**src/rtl/logo_pkg.sv**
```systemverilog
`default_nettype none
// ============================================================================
// Package     : logo_pkg
// Description : Shared screen geometry and controller state encoding for the
//               bouncing-logo motion sequencer.
// Revision    : 1.0
// ============================================================================
package logo_pkg;

    localparam int c_LOGO_SIZE      = 128;
    localparam int c_DISPLAY_WIDTH  = 640;
    localparam int c_DISPLAY_HEIGHT = 480;

    // Largest origin that keeps the whole logo on screen along one axis.
    function automatic logic [9:0] max_origin(input int extent, input int size);
        return 10'(extent - size);
    endfunction

    localparam logic [9:0] c_MAX_LEFT = max_origin(c_DISPLAY_WIDTH, c_LOGO_SIZE);
    localparam logic [9:0] c_MAX_TOP  = max_origin(c_DISPLAY_HEIGHT, c_LOGO_SIZE);

    typedef enum logic [0:0] {
        IDLE = 1'b0,
        MOVE = 1'b1
    } state_e;

endpackage
`default_nettype wire

```
**src/rtl/logo_bounce_controller_if.sv**
```systemverilog
`default_nettype none
// ============================================================================
// Interface   : logo_bounce_controller_if
// Description : Sync-position inputs and logo position/colour outputs of the
//               logo motion sequencer.
// Revision    : 1.0
// ============================================================================
interface logo_bounce_controller_if;
    import logo_pkg::*;

    logic [9:0] vpos;
    logic [1:0] speed;
    logic       pause;
    logic [9:0] logo_left;
    logic [9:0] logo_top;
    logic       dir_x;
    logic       dir_y;
    logic [2:0] color;
    logic       busy;
    logic       bounce;
    logic       corner;

    modport master (
        output vpos, speed, pause,
        input  logo_left, logo_top, dir_x, dir_y, color, busy, bounce, corner
    );

    modport slave (
        input  vpos, speed, pause,
        output logo_left, logo_top, dir_x, dir_y, color, busy, bounce, corner
    );

endinterface
`default_nettype wire

```
**src/rtl/logo_bounce_controller_bounce_axis.sv**
```systemverilog
`default_nettype none
// ============================================================================
// Module      : bounce_axis
// Description : One-pixel-per-step position register for a single axis with
//               border reversal and a direction-flip indication.
// Revision    : 1.0
// ============================================================================
module bounce_axis
    import logo_pkg::*;
#(
    parameter logic [9:0] MAX      = 10'd512,
    parameter logic [9:0] INIT_POS = 10'd200,
    parameter logic       INIT_DIR = 1'b1
) (
    input  wire logic       clk,
    input  wire logic       rst,
    input  wire logic       i_step_en,
    output logic      [9:0] o_pos,
    output logic            o_dir,
    output logic            o_flip
);

    logic [9:0] r_pos;
    logic       r_dir;
    logic [9:0] w_next_pos;
    logic       w_next_dir;

    assign w_next_pos = r_dir ? (r_pos + 10'd1) : (r_pos - 10'd1);

    // Direction is decided on the pixel just reached, so the logo stops
    // exactly on the border rather than overshooting it.
    assign w_next_dir = (w_next_pos == 10'd0) ? 1'b1 :
                        (w_next_pos == MAX)   ? 1'b0 : r_dir;

    assign o_flip = i_step_en && (w_next_dir != r_dir);
    assign o_pos  = r_pos;
    assign o_dir  = r_dir;

    always_ff @(posedge clk) begin
        if (rst) begin
            r_pos <= INIT_POS;
            r_dir <= INIT_DIR;
        end else if (i_step_en) begin
            r_pos <= w_next_pos;
            r_dir <= w_next_dir;
        end
    end

endmodule
`default_nettype wire

```
**src/rtl/logo_bounce_controller.sv**
```systemverilog
`default_nettype none
// ============================================================================
// Module      : logo_bounce_controller
// Description : Once-per-frame logo motion sequencer: moves the logo origin
//               speed+1 pixels at vertical blanking, bouncing at the borders.
// Revision    : 1.0
// ============================================================================
module logo_bounce_controller
    import logo_pkg::*;
#(
    parameter int LOGO_SIZE      = c_LOGO_SIZE,
    parameter int DISPLAY_WIDTH  = c_DISPLAY_WIDTH,
    parameter int DISPLAY_HEIGHT = c_DISPLAY_HEIGHT,
    parameter int INIT_LEFT      = 200,
    parameter int INIT_TOP       = 200,
    parameter int INIT_DIR_X     = 1,
    parameter int INIT_DIR_Y     = 0
) (
    input  wire logic               clk,
    input  wire logic               reset,
    logo_bounce_controller_if.slave bus
);

    localparam logic [9:0] c_MAX_X     = max_origin(DISPLAY_WIDTH, LOGO_SIZE);
    localparam logic [9:0] c_MAX_Y     = max_origin(DISPLAY_HEIGHT, LOGO_SIZE);
    localparam logic [9:0] c_TRIG_VPOS = 10'(DISPLAY_HEIGHT);
    localparam logic [0:0] c_ST_IDLE   = 1'(IDLE);
    localparam logic [0:0] c_ST_MOVE   = 1'(MOVE);

    logic [0:0] r_state;
    logic [1:0] r_steps_left;
    logic [9:0] r_prev_vpos;
    logic [2:0] r_color;
    logic       r_bounce;
    logic       r_corner;
    logic       w_trigger;
    logic       w_step_en;
    logic       w_flip_x;
    logic       w_flip_y;
    logic [9:0] w_left;
    logic [9:0] w_top;
    logic       w_dir_x;
    logic       w_dir_y;

    // Edge on vpos reaching the blanking line: one trigger per frame.
    assign w_trigger = (bus.vpos == c_TRIG_VPOS) && (r_prev_vpos != c_TRIG_VPOS);
    assign w_step_en = (r_state == c_ST_MOVE);

    bounce_axis #(
        .MAX      (c_MAX_X),
        .INIT_POS (10'(INIT_LEFT)),
        .INIT_DIR (1'(INIT_DIR_X))
    ) u_axis_x (
        .clk       (clk),
        .rst       (reset),
        .i_step_en (w_step_en),
        .o_pos     (w_left),
        .o_dir     (w_dir_x),
        .o_flip    (w_flip_x)
    );

    bounce_axis #(
        .MAX      (c_MAX_Y),
        .INIT_POS (10'(INIT_TOP)),
        .INIT_DIR (1'(INIT_DIR_Y))
    ) u_axis_y (
        .clk       (clk),
        .rst       (reset),
        .i_step_en (w_step_en),
        .o_pos     (w_top),
        .o_dir     (w_dir_y),
        .o_flip    (w_flip_y)
    );

    always_ff @(posedge clk) begin
        if (reset) begin
            r_state      <= c_ST_IDLE;
            r_steps_left <= 2'd0;
            r_prev_vpos  <= 10'd0;
            r_color      <= 3'd1;
            r_bounce     <= 1'b0;
            r_corner     <= 1'b0;
        end else begin
            r_prev_vpos <= bus.vpos;
            r_bounce    <= 1'b0;
            r_corner    <= 1'b0;
            case (r_state)
                c_ST_IDLE: begin
                    if (w_trigger && !bus.pause) begin
                        r_state      <= c_ST_MOVE;
                        r_steps_left <= bus.speed;
                    end
                end
                c_ST_MOVE: begin
                    r_bounce <= w_flip_x | w_flip_y;
                    r_corner <= w_flip_x & w_flip_y;
                    // Colour cycles 1..7, skipping 0; a corner counts once.
                    if (w_flip_x | w_flip_y) begin
                        r_color <= (r_color == 3'd7) ? 3'd1 : (r_color + 3'd1);
                    end
                    if (r_steps_left == 2'd0) begin
                        r_state <= c_ST_IDLE;
                    end else begin
                        r_steps_left <= r_steps_left - 2'd1;
                    end
                end
                default: r_state <= c_ST_IDLE;
            endcase
        end
    end

    assign bus.logo_left = w_left;
    assign bus.logo_top  = w_top;
    assign bus.dir_x     = w_dir_x;
    assign bus.dir_y     = w_dir_y;
    assign bus.color     = r_color;
    assign bus.busy      = w_step_en;
    assign bus.bounce    = r_bounce;
    assign bus.corner    = r_corner;

endmodule
`default_nettype wire

```
**src/flat_wrapper.sv**
```systemverilog
// flat-port wrapper written by rule: the top's interface ports become plain ports
module logo_bounce_controller_flat import logo_pkg::*;
#(
    parameter int LOGO_SIZE      = c_LOGO_SIZE,
    parameter int DISPLAY_WIDTH  = c_DISPLAY_WIDTH,
    parameter int DISPLAY_HEIGHT = c_DISPLAY_HEIGHT,
    parameter int INIT_LEFT      = 200,
    parameter int INIT_TOP       = 200,
    parameter int INIT_DIR_X     = 1,
    parameter int INIT_DIR_Y     = 0
)
  (clk, reset, bus_vpos, bus_speed, bus_pause, bus_logo_left, bus_logo_top, bus_dir_x, bus_dir_y, bus_color, bus_busy, bus_bounce, bus_corner);
  logo_bounce_controller_if bus_i ();
  input  wire logic clk;
  input  wire logic reset;
  input wire logic [$bits(bus_i.vpos)-1:0] bus_vpos;
  input wire logic [$bits(bus_i.speed)-1:0] bus_speed;
  input wire logic [$bits(bus_i.pause)-1:0] bus_pause;
  output wire logic [$bits(bus_i.logo_left)-1:0] bus_logo_left;
  output wire logic [$bits(bus_i.logo_top)-1:0] bus_logo_top;
  output wire logic [$bits(bus_i.dir_x)-1:0] bus_dir_x;
  output wire logic [$bits(bus_i.dir_y)-1:0] bus_dir_y;
  output wire logic [$bits(bus_i.color)-1:0] bus_color;
  output wire logic [$bits(bus_i.busy)-1:0] bus_busy;
  output wire logic [$bits(bus_i.bounce)-1:0] bus_bounce;
  output wire logic [$bits(bus_i.corner)-1:0] bus_corner;
  assign bus_i.vpos = bus_vpos;
  assign bus_i.speed = bus_speed;
  assign bus_i.pause = bus_pause;
  assign bus_logo_left = bus_i.logo_left;
  assign bus_logo_top = bus_i.logo_top;
  assign bus_dir_x = bus_i.dir_x;
  assign bus_dir_y = bus_i.dir_y;
  assign bus_color = bus_i.color;
  assign bus_busy = bus_i.busy;
  assign bus_bounce = bus_i.bounce;
  assign bus_corner = bus_i.corner;
  logo_bounce_controller #(.LOGO_SIZE(LOGO_SIZE), .DISPLAY_WIDTH(DISPLAY_WIDTH), .DISPLAY_HEIGHT(DISPLAY_HEIGHT), .INIT_LEFT(INIT_LEFT), .INIT_TOP(INIT_TOP), .INIT_DIR_X(INIT_DIR_X), .INIT_DIR_Y(INIT_DIR_Y)) u_core (.clk(clk), .reset(reset), .bus(bus_i));
endmodule
```
**config.mk**
```make
export PLATFORM = sky130hd
export DESIGN_NAME = logo_bounce_controller_flat
export DESIGN_NICKNAME = d
export VERILOG_FILES = /design/src/rtl/logo_pkg.sv /design/src/rtl/logo_bounce_controller_if.sv /design/src/rtl/logo_bounce_controller_bounce_axis.sv /design/src/rtl/logo_bounce_controller.sv /design/src/flat_wrapper.sv
export SDC_FILE = /design/constraint.sdc
export NUM_CORES = 1
export LEC_CHECK = 0
export BUFFER_PORTS_ARGS = -buffer_cell sky130_fd_sc_hd__buf_2
export CORE_ASPECT_RATIO = 1.5
export CORE_UTILIZATION = 50
export CTS_BUF_LIST = sky130_fd_sc_hd__clkbuf_4 sky130_fd_sc_hd__clkbuf_8
export DETAILED_ROUTE_END_ITERATION = 8
export HOLD_SLACK_MARGIN = 0.15
export PLACE_DENSITY_LB_ADDON = 0.1
export SLEW_MARGIN = 10
export SYNTH_ARGS = -nofsm -noshare
export SYNTH_HDL_FRONTEND = slang
export SYNTH_SLANG_ARGS = --single-unit
```
**constraint.sdc**
```tcl
create_clock -name clk -period 9.8 [get_ports clk]
set_clock_uncertainty 0.15 [all_clocks]
set_input_delay 1.96 -clock clk [delete_from_list [all_inputs] [get_ports clk]]
set_output_delay 1.96 -clock clk [all_outputs]
set_load 0.005 [all_outputs]
```
### Word-level counts from Yosys, hierarchy flattened

Cells that the tools add are included.

| operators by class | value |
|---|---|
| add/sub/neg operators | 6 |
| equal/unequal tests | 9 |
| muxes and demuxes | 13 |
| bitwise logic cells | 3 |
| reductions and logical operators | 11 |

Operators by type and width:

| cell | count |
|---|---|
| $add A10 B1 Y10 const B | 2 |
| $eq A10 B9 Y1 const B | 2 |
| $logic_not A10 Y1 | 2 |
| $mux W10 | 2 |
| $sub A10 B1 Y10 const B | 2 |
| $eq A10 B10 Y1 const B | 1 |
| $ne A10 B9 Y1 const B | 1 |
| $mux W1 | 6 |
| $logic_and A1 B1 Y1 | 4 |
| $mux W2 | 2 |
| $pmux W2 S2 | 1 |
| $reduce_and A2 Y1 | 2 |
| $add A3 B1 Y3 const B | 1 |
| $eq A3 B3 Y1 const B | 1 |
| $mux W3 | 1 |
| $logic_not A2 Y1 | 1 |
| $ne A1 B1 Y1 | 2 |
| $ne A2 B1 Y1 const B | 1 |
| $ne A2 B2 Y1 const B | 1 |
| $pmux W1 S2 | 1 |
| $reduce_or A2 Y1 | 1 |
| $sub A2 B1 Y2 const B | 1 |
| $and A1 B1 Y1 | 1 |
| $logic_not A1 Y1 | 1 |
| 2 further kinds | 2 |

| word-level totals | value |
|---|---|
| register bits | 40 |
| input port bits | 15 |
| word-level logic and storage cells | 52 |

### Longest topological paths before layout

Gate-level depths: netlist (run 1).

| logic depth | value |
|---|---|
| depth in word-level cells | 9 |
| gate-level depth with buffers | 11 |
| depth with buffers taken out | 10 |

### By module

From an unflattened synthesis (run 1), not the netlist that was laid out.

| unflattened totals | value |
|---|---|
| cells, all modules | 297 |
| area, all modules | 2630.0 um2 |

Modules (own cells, without submodules):

| module | instances | cells each | area each (um2) |
|---|---|---|---|
| bounce_axis (u_core.u_axis_y) | 1 | 114 | 972.2 |
| bounce_axis (u_core.u_axis_x) | 1 | 117 | 957.2 |
| logo_bounce_controller | 1 | 66 | 700.7 |

### Least setup slack after synthesis (run 1)

OpenSTA, ideal clock, no wires.

| path | value |
|---|---|
| path type | register to register |
| start | register u_core.u_axis_y.r_dir (netlist: u_core.u_axis_y.o_dir) |
| end | register u_core.r_color[0] (netlist: u_core.bus.color[0]) |
| arrival | 2.906 ns |
| path slack | 6.625 ns |
| stages on the path, launching flop included | 11 |
| cell sequence | dfxtp_1 > inv_1 > ha_1 > nor2b_4 > o2111ai_2 > a211o_1 > o2111ai_2 > or4_1 > and2_4 > or4_1 > o221a_1 |

| between the ends | value |
|---|---|
| word-level cells in the longest chain between the ends | 8 |

Ends and longest elaborated chain:

| element | line | source |
|---|---|---|
| start, declared | logo_bounce_controller_bounce_axis.sv:24 | `logic r_dir;` |
| start signal, assigned | logo_bounce_controller_bounce_axis.sv:45 | `r_dir <= w_next_dir;` |
| $mux W10 | logo_bounce_controller_bounce_axis.sv:28 | `assign w_next_pos = r_dir ? (r_pos + 10'd1) : (r_pos - 10'd1);` |
| $eq A10 B9 Y1 | logo_bounce_controller_bounce_axis.sv:33 | `(w_next_pos == MAX) ? 1'b0 : r_dir;` |
| $mux W1 | logo_bounce_controller_bounce_axis.sv:33 |  |
| $mux W1 | logo_bounce_controller_bounce_axis.sv:32 | `assign w_next_dir = (w_next_pos == 10'd0) ? 1'b1 :` |
| $ne A1 B1 Y1 * | logo_bounce_controller_bounce_axis.sv:35 | `assign o_flip = i_step_en && (w_next_dir != r_dir);` |
| $logic_and A1 B1 Y1 * | logo_bounce_controller_bounce_axis.sv:35 |  |
| $or A1 B1 Y1 * | logo_bounce_controller.sv:98 | `if (w_flip_x \| w_flip_y) begin` |
| $reduce_and A2 Y1 (no line) * | n/a |  |
| end signal, assigned | logo_bounce_controller.sv:99 | `r_color <= (r_color == 3'd7) ? 3'd1 : (r_color + 3'd1);` |
| end, declared | logo_bounce_controller.sv:33 | `logic [2:0] r_color;` |

Every way passes the cells marked *; elsewhere a longest branch is shown, timed or not.
A chain may end at the register's enable or synchronous reset.

### Final worst setup path (run 1)

| path | value |
|---|---|
| start | register u_core.u_axis_y.r_dir (netlist: u_core.u_axis_y.o_dir) |
| end | register u_core.r_color[1] (netlist: u_core.bus.color[1]) |

The elaborated chain is that of the path after synthesis.

==> results of run 1 <==
## registers in the layout, indices dropped and copies added (netlist names), 2 cells and up
signal,count
u_core.r_steps_left,2
u_core.u_axis_y.o_pos,10
u_core.bus.color,3
u_core.u_axis_x.o_pos,10
u_core.r_prev_vpos,10
## power by group
part | leakage (µW) | internal, µW | switching [µW] | total, µW
logic | 0.000777 | 4.40 | 4.67 | 9.06
registers | 0.000325 | 165 | 0.560 | 165
clock network | 0.0000548 | 76.7 | 59.9 | 137
total | 0.00116 | 246 | 65.1 | 311
## layout by cell type, fill, tap and decap left out, types with 4 or more instances in the layout
master    synthesis  final
inv_1            11     11
xnor2_1           9      9
nor4_1            5      5
nor2_1           34     34
nor3_1            4      4
xor2_1            7      7
buf_2             0     42
nand3_1           9      9
a21oi_1          12     12
o21bai_1          4      4
nor2b_1          20     20
mux2i_1           7      7
a211o_1           4      4
a211oi_1          7      7
nand2_1           9      9
dfxtp_1          40     40
o21ai_0           8      8
ha_1             21     21
clkbuf_8          0      5
## through the flow
stage | cells | instance area [µm²]
after floorplan | 276 | 2440
after global routing | 380 | 2800
after detailed placement | 372 | 2690
after CTS | 380 | 2800
after global placement | 372 | 2690
final | 380 | 2800
## Yosys cell counts, drive strengths merged (3+ instances only)
cell,number
nor4b,3
buf,3
nor3,4
nand3,9
a21oi,12
nor4,5
dfxtp,40
ha,21
nand4b,3
nand4,3
nand2,9
xor2,7
mux2i,7
nor2b,21
clkbuf,8
a21o,3
a211oi,7
or2,4
xnor2,9
or3,3
o21bai,4
or4,3
nor2,35
nand2b,3
a211o,4
o211ai,3
o21ai,9
inv,11
nand3b,3
## critical path, stage by stage (launching register included)
cell and delay [ps]:
dfxtp_1 460, inv_1 240, ha_1 460, a21o_1 220, a31o_1 210, nor4_1 250
nor4_1 100, or4_1 590, or2_1 300, o21ai_1 180, mux2i_1 200
## layout make-up
cell class                      instances  area, µm²  area share
Sequential cell                        40        801       0.286
Timing Repair Buffer                   43        218      0.0777
Clock buffer                            5       68.8      0.0246
Multi-Input combinational cell        214       1550       0.552
Inverter                               11       41.3      0.0147
Clock inverter                          3       46.3      0.0165
Tap cell                               64       80.1      0.0286
## per-layer routing
metal,global-route usage,up-vias
li1,-,1069
met1,0.232,998
met2,0.402,39
met3,0.0490,12
met4,0.0887,0
met5,0,-
## worst paths after layout
check                           start                        to  slack [ps]
max             u_core.u_axis_y.o_dir       u_core.bus.color[1]        6380
min reg2reg  u_core.u_axis_x.o_pos[1]  u_core.u_axis_x.o_pos[1]         360
max reg2reg     u_core.u_axis_y.o_dir       u_core.bus.color[1]        6380
min          u_core.u_axis_x.o_pos[1]  u_core.u_axis_x.o_pos[1]         360
## cell families (layout without fill, tap and decap cells)
| kind of cell | count (synthesis) | after routing |
|---|---|---|
| adders and majority gates | 23 | 23 |
| DFF | 40 | 40 |
| buffers and inverters | 22 | 62 |
| muxes | 7 | 7 |
| xor gates and xnor gates | 17 | 17 |
| and+or+nand+nor | 114 | 114 |
| AOI/OAI and AO/OA | 53 | 53 |
==> flow_summary.toml, run 1 <==
[outcome]
status = "finished clean"

[sta]
finalHoldViolations = 0
setup_slack_ps = 6380
grt_setup_unrepaired = "false"
maxSlewHeadroom = 0.519
setup_violations = 0
min_period_over_period = 0.349
tightest_slew_ps = 722
fin_crit_ps = 3420
finalMaxSlewViolations = 0
max_clock_freq_mhz = 292
holdWs_ps = 361
setup_tns_ps = 0

[global_route]
grt_usage = 0.218
grt_pass1_wl_um = 8670
grt_max_degree = 43
grt_pass1_vias = 1990
grt-ovfl-total = 0
antenna_found_initial = 0

[die]
rows = 30
start_util = 0.528
fp.dieH_um = 87.5
die_x_um = 59.0
core_um2 = 4620
design.die.area_um2 = 5160
ioPinCount = 43

[run]
drv_cap = 0

[layout]
fin_nets = 353
drive_above_1_share = 0.187
final_core_util = 0.607
syn2layout_area_growth_pct = 14.9
diodes = 0
nFillCells = 444

[clock_tree]
cts_setup_buffers = 0
cts_buffer_depth = 2
holdBufCountCts = 0
ctsHtreeMaxLevel = 2
cts-root-buf = "clkbuf_8"
numCtsBuffers = 5
post_cts_resized = 0
clock_latency_ps = 290
clock_sinks = 40
path_clk_slew_ps = 80
cts_tree = "done"

[yosys]
synth_area_um2 = 2440
async_reset_ff_frac = 0
yosys.area.top_type = "dfxtp_1"
ys_seq_area_frac = 0.329
synth_top_area_frac = 0.329
synth_edf_count = 0
yosys_warnings = 0
synth.distinct_cells = 49
synth_top_family_by_area = "simple AND/OR/NAND/NOR gates"
muxShareOfSynthArea = 0.0287
ys_top_cells_by_area = "dfxtp_1 33%, ha_1 11%, nor2_1 5.2%"
yosys.area_share.simple = 0.261
syn_nets = 314
ys.flop_type = "dfxtp_1"
synth_xor_area_frac = 0.0667
synth_cells = 276
synth-compound-area-share = 0.153
synthAdderAreaFrac = 0.124
synth.avg_cell_area_um2 = 8.83
ys_ff_latch = 40

[routing]
first_pass_iters = 4
drc = 0
totalWireLength_um = 5170
drtIter0Drc = 86
routedWlPerCell_um = 13.6
wl_met3_um = 185
vias_per_cell = 5.57
antenna_left = 0
wl_met1_um = 2130
via_count = 2118
wl_met2_um = 2720
routed.top_layer = "met4"

[setup_path]
worstSetupStartpointType = "flip-flop"
cp.arrival_ps = 3490
path_max_fanout = 10
crit_type = "flip-flop to flip-flop"
end_kind = "flip-flop"
reg2reg_depth = 10
required_ps = 9870

[power_and_ir_drop]
p_leak_uw = 0.00116
power_uw = 311
peakVddDrop_mv = 0.0453
p_per_area_nw_per_um2 = 111

[place]
place.gp.congestion = 0.860
post-place-ws_ps = 6350
io_buffers = 42
hpwl_um = 3880

[worst_hold_path]
min_path_type = "flip-flop to flip-flop"
hold_path_depth = 2
No activity file was read; power rests on OpenSTA's default activity.
==> run 2: changes to the inputs <==
ABC_AREA = 1   (was unset)
clock period = 2.8 ns   (was 9.8 ns; I/O delays follow)
==> run 2 against run 1 <==
  * Register-to-register slack got worse by 6100 ps
  * Worst setup slack got worse by 6100 ps
  * Clock power rose to 3.7 times the previous value
  * Cell count increased by 36%
  * Count of clock-buffer cells in the layout did not move
==> flow_summary.toml, run 2 <==
[outcome]
status = "finished clean"

[routing]
drtIter0Drc = 156
via_count = 2594
routedWlPerCell_um = 11.5
antenna_left = 0
first_pass_iters = 5
vias_per_cell = 5.02
drc = 0
totalWireLength_um = 5930

[clock_tree]
holdBufCountCts = 0
ctsHtreeMaxLevel = 2
clock_latency_ps = 300
path_clk_slew_ps = 90
cts-root-buf = "clkbuf_8"
numCtsBuffers = 5
clock_sinks = 40
cts_buffer_depth = 2
cts_tree = "done"

[global_route]
grt_pass1_vias = 2396
grt_usage = 0.233
grtUsageMet3 = 0.0358
use_met2 = 0.422
grt_max_degree = 26
antenna_found_initial = 0
grt_util_met1 = 0.258
grt-ovfl-total = 0
grt_pass1_wl_um = 9920
grt.busiest_layer = "met2"

[die]
ioPinCount = 43
rows = 31
design.die.area_um2 = 5530
fp.dieH_um = 90.6
start_util = 0.531
die_x_um = 61.1
core_um2 = 4930

[setup_path]
crit_type = "flip-flop to flip-flop"
end_kind = "flip-flop"
cp_cell_sequence = "inv_1 > fa_1 > nand3b_1 > nand2_1 > nand2_1 > nand2_1 > nand2_1 > nand2_1 > nand2_1 > nor2_1 > nand2_1 > nand2_1 > nand3_2 > nand2_2 > inv_2 > nor2_1 > nor2_1"
worstSetupStartpointType = "flip-flop"
cp.arrival_ps = 2580
cp.buffers_inverters = 2
path_common_cell = "nand2_1"
slowest_delay_ps = 440
rrSetupSlack_ps = 270
required_ps = 2850
path_max_fanout = 5
critPathSlowestCell = "fa_1"
critPathTopFamily = "simple AND/OR/NAND/NOR gates"

[sta]
tightest_slew_ps = 518
finalHoldViolations = 0
holdWs_ps = 319
fin_crit_ps = 2530
max_clock_freq_mhz = 396
grt_setup_unrepaired = "false"
setup_violations = 0
maxSlewHeadroom = 0.655
setup_tns_ps = 0
finalMaxSlewViolations = 0
min_period_over_period = 0.903

[yosys]
synth.most_common_cell = "nand2_1"
ys_ff_latch = 40
synth.distinct_cells = 32
synth_top_area_frac = 0.306
synth.avg_cell_area_um2 = 6.46
yosys-top-cells-count = "103 x nand2_1, 72 x inv_1, 49 x nor2_1"
syn_nets = 443
async_reset_ff_frac = 0
synth_area_um2 = 2620
ys_top_cells_by_area = "dfxtp_1 31%, nand2_1 15%, inv_1 10%"
ys_seq_area_frac = 0.306
synth_edf_count = 0
yosys.area.top_type = "dfxtp_1"
yosys_warnings = 0
ys.flop_type = "dfxtp_1"
synth_cells = 405

[place]
place.gp.congestion = 0.890
io_buffers = 42
hpwl_um = 4550

[layout]
fin_nets = 488
final_cell_mix = "103 x nand2_1, 71 x inv_1, 49 x nor2_1"
multiInputGateArea_um2 = 1510
diodes = 0
drive_above_1_share = 0.146
syn2layout_area_growth_pct = 15.7
final_common_cell = "nand2_1"
nFillCells = 506
regArea_um2 = 801

[power_and_ir_drop]
combPwrFrac = 0.030
p_per_area_nw_per_um2 = 368
clock_power_share = 0.451
netSwitchingPower_uw = 257
peakVddDrop_mv = 0.273
switching_share = 0.230
p_int_uw = 858
power_frac_seq = 0.519
p_leak_uw = 0.00165

[run]
drv_cap = 0

[worst_hold_path]
min_path_type = "input port to flip-flop"
-- run 2: cell types whose count changed in the layout (fill, tap and decap cells not counted), sizes merged, moves of 7 or more --
cell / previous run / this run
nand2: 9 / 108
inv: 12 / 74
nor2b: 21 / 0
nand3: 9 / 29
nor2: 35 / 50
o21ai: 9 / 19
a21oi: 12 / 21
mux2i: 7 / 0
xnor2: 9 / 2
-- run 2: per-stage QoR --
step / utilization / total power [µW] / setup slack (ps) / instances / area, µm²
final: 0.615 / 1110 / 272 / 517 / 3030
after global routing: 0.615 / 1150 / 22.8 / 517 / 3030
after CTS: 0.615 / 1120 / 230 / 517 / 3030
after detailed placement: 0.591 / 626 / 243 / 509 / 2910
after global placement: 0.591 / 625 / 305 / 509 / 2910
after floorplan: - / 609 / 371 / 405 / 2620
-- run 2: tightest hold or removal path, delay by kind of cell --
family | cells | cell delay (ps)
buffers and inverters | 2 | 110
AND/OR/NAND/NOR | 1 | 60
-- run 2: kinds of logic after synthesis --
| kind of cell | count (synthesis) | share of synthesized area |
|---|---|---|
| XOR/XNOR | 3 | 0.0100 |
| AO/OA/AOI/OAI | 52 | 0.114 |
| flip-flops | 40 | 0.306 |
| AND/OR/NAND/NOR | 205 | 0.337 |
| adder cells (fa/ha/maj) | 23 | 0.116 |
| buffers and inverters | 82 | 0.118 |
-- run 2: power groups by stage --
stage / sequential, µW / clock (µW) / combinational (µW)
after global placement: 592 / 0 / 33.6
after global routing: 579 / 535 / 37.8
final: 578 / 503 / 33.7
after CTS: 578 / 506 / 34.3
after detailed placement: 592 / 0 / 33.9
after floorplan: 591 / 0 / 18.3
-- run 2: final timing paths --
| check | end | cells past startpoint | start |
|---|---|---|---|
| worst max-delay path | u_core.bus.color[1] | 17 | u_core.u_axis_y.o_pos[0] |
| worst min-delay path | u_core.r_prev_vpos[2] | 3 | bus_vpos[2] |
| worst max register to register | u_core.bus.color[1] | 17 | u_core.u_axis_y.o_pos[0] |
| worst min register to register | u_core.u_axis_y.o_pos[3] | 1 | u_core.u_axis_y.o_pos[3] |
-- run 2: per-layer routing --
layer,wire length [µm],up-vias,part of all wire
met5,0,-,0
met2,3130,36,0.53
met1,2560,1174,0.43
met4,114,0,0.019
li1,-,1377,-
met3,127,7,0.021
-- run 2: cell type report --
type	count	share of cell area
repair buffers	47	0.0818
flip-flops and latches	40	0.264
clock inverters	3	0.0153
well taps	66	0.0273
multi-input cells	283	0.498
clock buffers	5	0.0227
inverters	73	0.0905
-- run 2: timing repair --
item / CTS / global route
gates resized for setup: 0 / 1
setup buffers: 0 / 0
endpoints found under the setup margin: 0 / 2
==> run 3: changes to the inputs <==
--- a/config.mk
+++ b/config.mk
@@ -11,4 +11,5 @@
 export CORE_UTILIZATION = 50
 export CTS_BUF_LIST = sky130_fd_sc_hd__clkbuf_4 sky130_fd_sc_hd__clkbuf_8
+export CTS_CLUSTER_SIZE = 14
 export DETAILED_ROUTE_END_ITERATION = 8
 export HOLD_SLACK_MARGIN = 0.15
==> constraint.sdc (replaced) <==
create_clock -name clk -period 2.8 [get_ports clk]
set_clock_uncertainty 0.15 [all_clocks]
set_input_delay 0.56 -clock clk [delete_from_list [all_inputs] [get_ports clk]]
set_output_delay 0.56 -clock clk [all_outputs]
set_load 0.1 [all_outputs]
==> run 3 against run 2 <==
  * Critical path type unchanged
  * Design area increased by 6.2%
  * Combinational power increased by 1%
  * Critical path depth increased by 1
  * Sequential share of layout area decreased by 1.0 points
  * Largest cell class unchanged
==> flow_summary.toml, run 3 (synthesis results as in run 2) <==
[outcome]
status = "finished clean"

[global_route]
grt-ovfl-total = 0
grt_usage = 0.228
grt_pass1_wl_um = 9580
antenna_found_initial = 0
grt_max_degree = 26
grt_pass1_vias = 2324

[clock_tree]
clock_latency_ps = 300
cts_tree = "done"
clock_sinks = 40
cts_buffer_depth = 2
path_clk_slew_ps = 90
ctsHtreeMaxLevel = 2
cts-root-buf = "clkbuf_8"
numCtsBuffers = 5

[run]
drv_cap = 0

[place]
place_area_um2 = 2900
hpwl_um = 4480
place.gp.congestion = 0.820
io_buffers = 42

[power_and_ir_drop]
power_uw = 1110
p_per_area_nw_per_um2 = 346
p_leak_uw = 0.00167
peakVddDrop_mv = 0.344

[worst_hold_path]
min_path_type = "input port to flip-flop"

[die]
core_um2 = 4930
start_util = 0.531
design.die.area_um2 = 5530
rows = 31
die_x_um = 61.1
ioPinCount = 43
fp.dieH_um = 90.6

[routing]
first_pass_iters = 4
antenna_left = 0
via_count = 2605
vias_per_cell = 4.98
totalWireLength_um = 6180
routedWlPerCell_um = 11.8
drc = 0
drtIter0Drc = 112

[layout]
stdcell_area_um2 = 3210
multiInputGateArea_um2 = 1590
regArea_um2 = 817
syn2layout_area_growth_pct = 22.9
final_common_cell = "nand2_1"
final_core_util = 0.653
diodes = 0
final_cell_mix = "102 x nand2_1, 70 x inv_1, 48 x nor2_1"
drive_above_1_share = 0.204
nFillCells = 485
fin_nets = 494

[sta]
min_period_over_period = 0.912
finalMaxSlewViolations = 0
max_clock_freq_mhz = 392
setup_violations = 0
holdWs_ps = 319
setup_tns_ps = 0
finalHoldViolations = 0
tightest_slew_ps = 503
maxSlewHeadroom = 0.665
fin_crit_ps = 2550

[setup_path]
cp.arrival_ps = 2600
end_kind = "flip-flop"
path_max_fanout = 4
required_ps = 2850
worstSetupStartpointType = "flip-flop"
crit_type = "flip-flop to flip-flop"
## run 3: layout make-up
class / instances / area share
well taps: 66 / 0.0257
repair buffers: 52 / 0.0996
inverters: 73 / 0.0876
repair inverters: 1 / 0.00156
multi-input cells: 283 / 0.496
clock inverters: 3 / 0.0140
clock buffers: 5 / 0.0214
flip-flops and latches: 40 / 0.254
## run 3: where the power goes
group	leakage, µW	internal (µW)	switching [µW]
registers	0.000329	573	2.02
logic	0.00129	12.8	21.3
clock network	0.0000591	270	232
total	0.00167	855	255
## run 3: worst max-delay path, cell delays in order (launching register included)
cell        delay [ps]
dfxtp_4            380
clkinvlp_4         110
buf_2              190
ha_1               330
nand2_1             70
nand2_2            100
nand2_1             60
nand2_1             70
nand3_1             80
nor2_1             100
nand2_1             90
nor2_2             130
nand2_1             70
nand2_1             90
nand3_2            120
nand2_2            130
inv_2               40
nor2_1              80
nor2_1              40
## run 3: path summary, 6_finish.rpt
kind                            cells past startpoint                        to                startpoint  slack, ps
worst min register to register                      2  u_core.u_axis_y.o_pos[6]  u_core.u_axis_y.o_pos[6]        360
worst min-delay path                                3     u_core.r_prev_vpos[0]               bus_vpos[0]        320
worst max-delay path                               18       u_core.bus.color[1]     u_core.u_axis_y.o_dir        250
worst max register to register                     18       u_core.bus.color[1]     u_core.u_axis_y.o_dir        250
## run 3: per-layer routing
| metal | share of wire | GRT usage | vias up |
|---|---|---|---|
| met4 | 0.017 | 0.0852 | 0 |
| li1 | - | - | 1381 |
| met1 | 0.42 | 0.243 | 1173 |
| met3 | 0.026 | 0.0458 | 7 |
| met5 | 0 | 0 | - |
| met2 | 0.53 | 0.415 | 44 |
## run 3: through the flow
stage / instances / setup WS, ps
floorplan: 405 / 38.0
finish: 523 / 248
CTS: 514 / 143
global route: 523 / -13.7
global placement: 506 / 162
detailed placement: 506 / 164
## run 3: repair_timing
action                                  4_1_cts  5_1_grt
hold buffers                                  0        0
buffers inserted                              0        8
gates resized for setup                       0       18
endpoints found under the setup margin        0        5
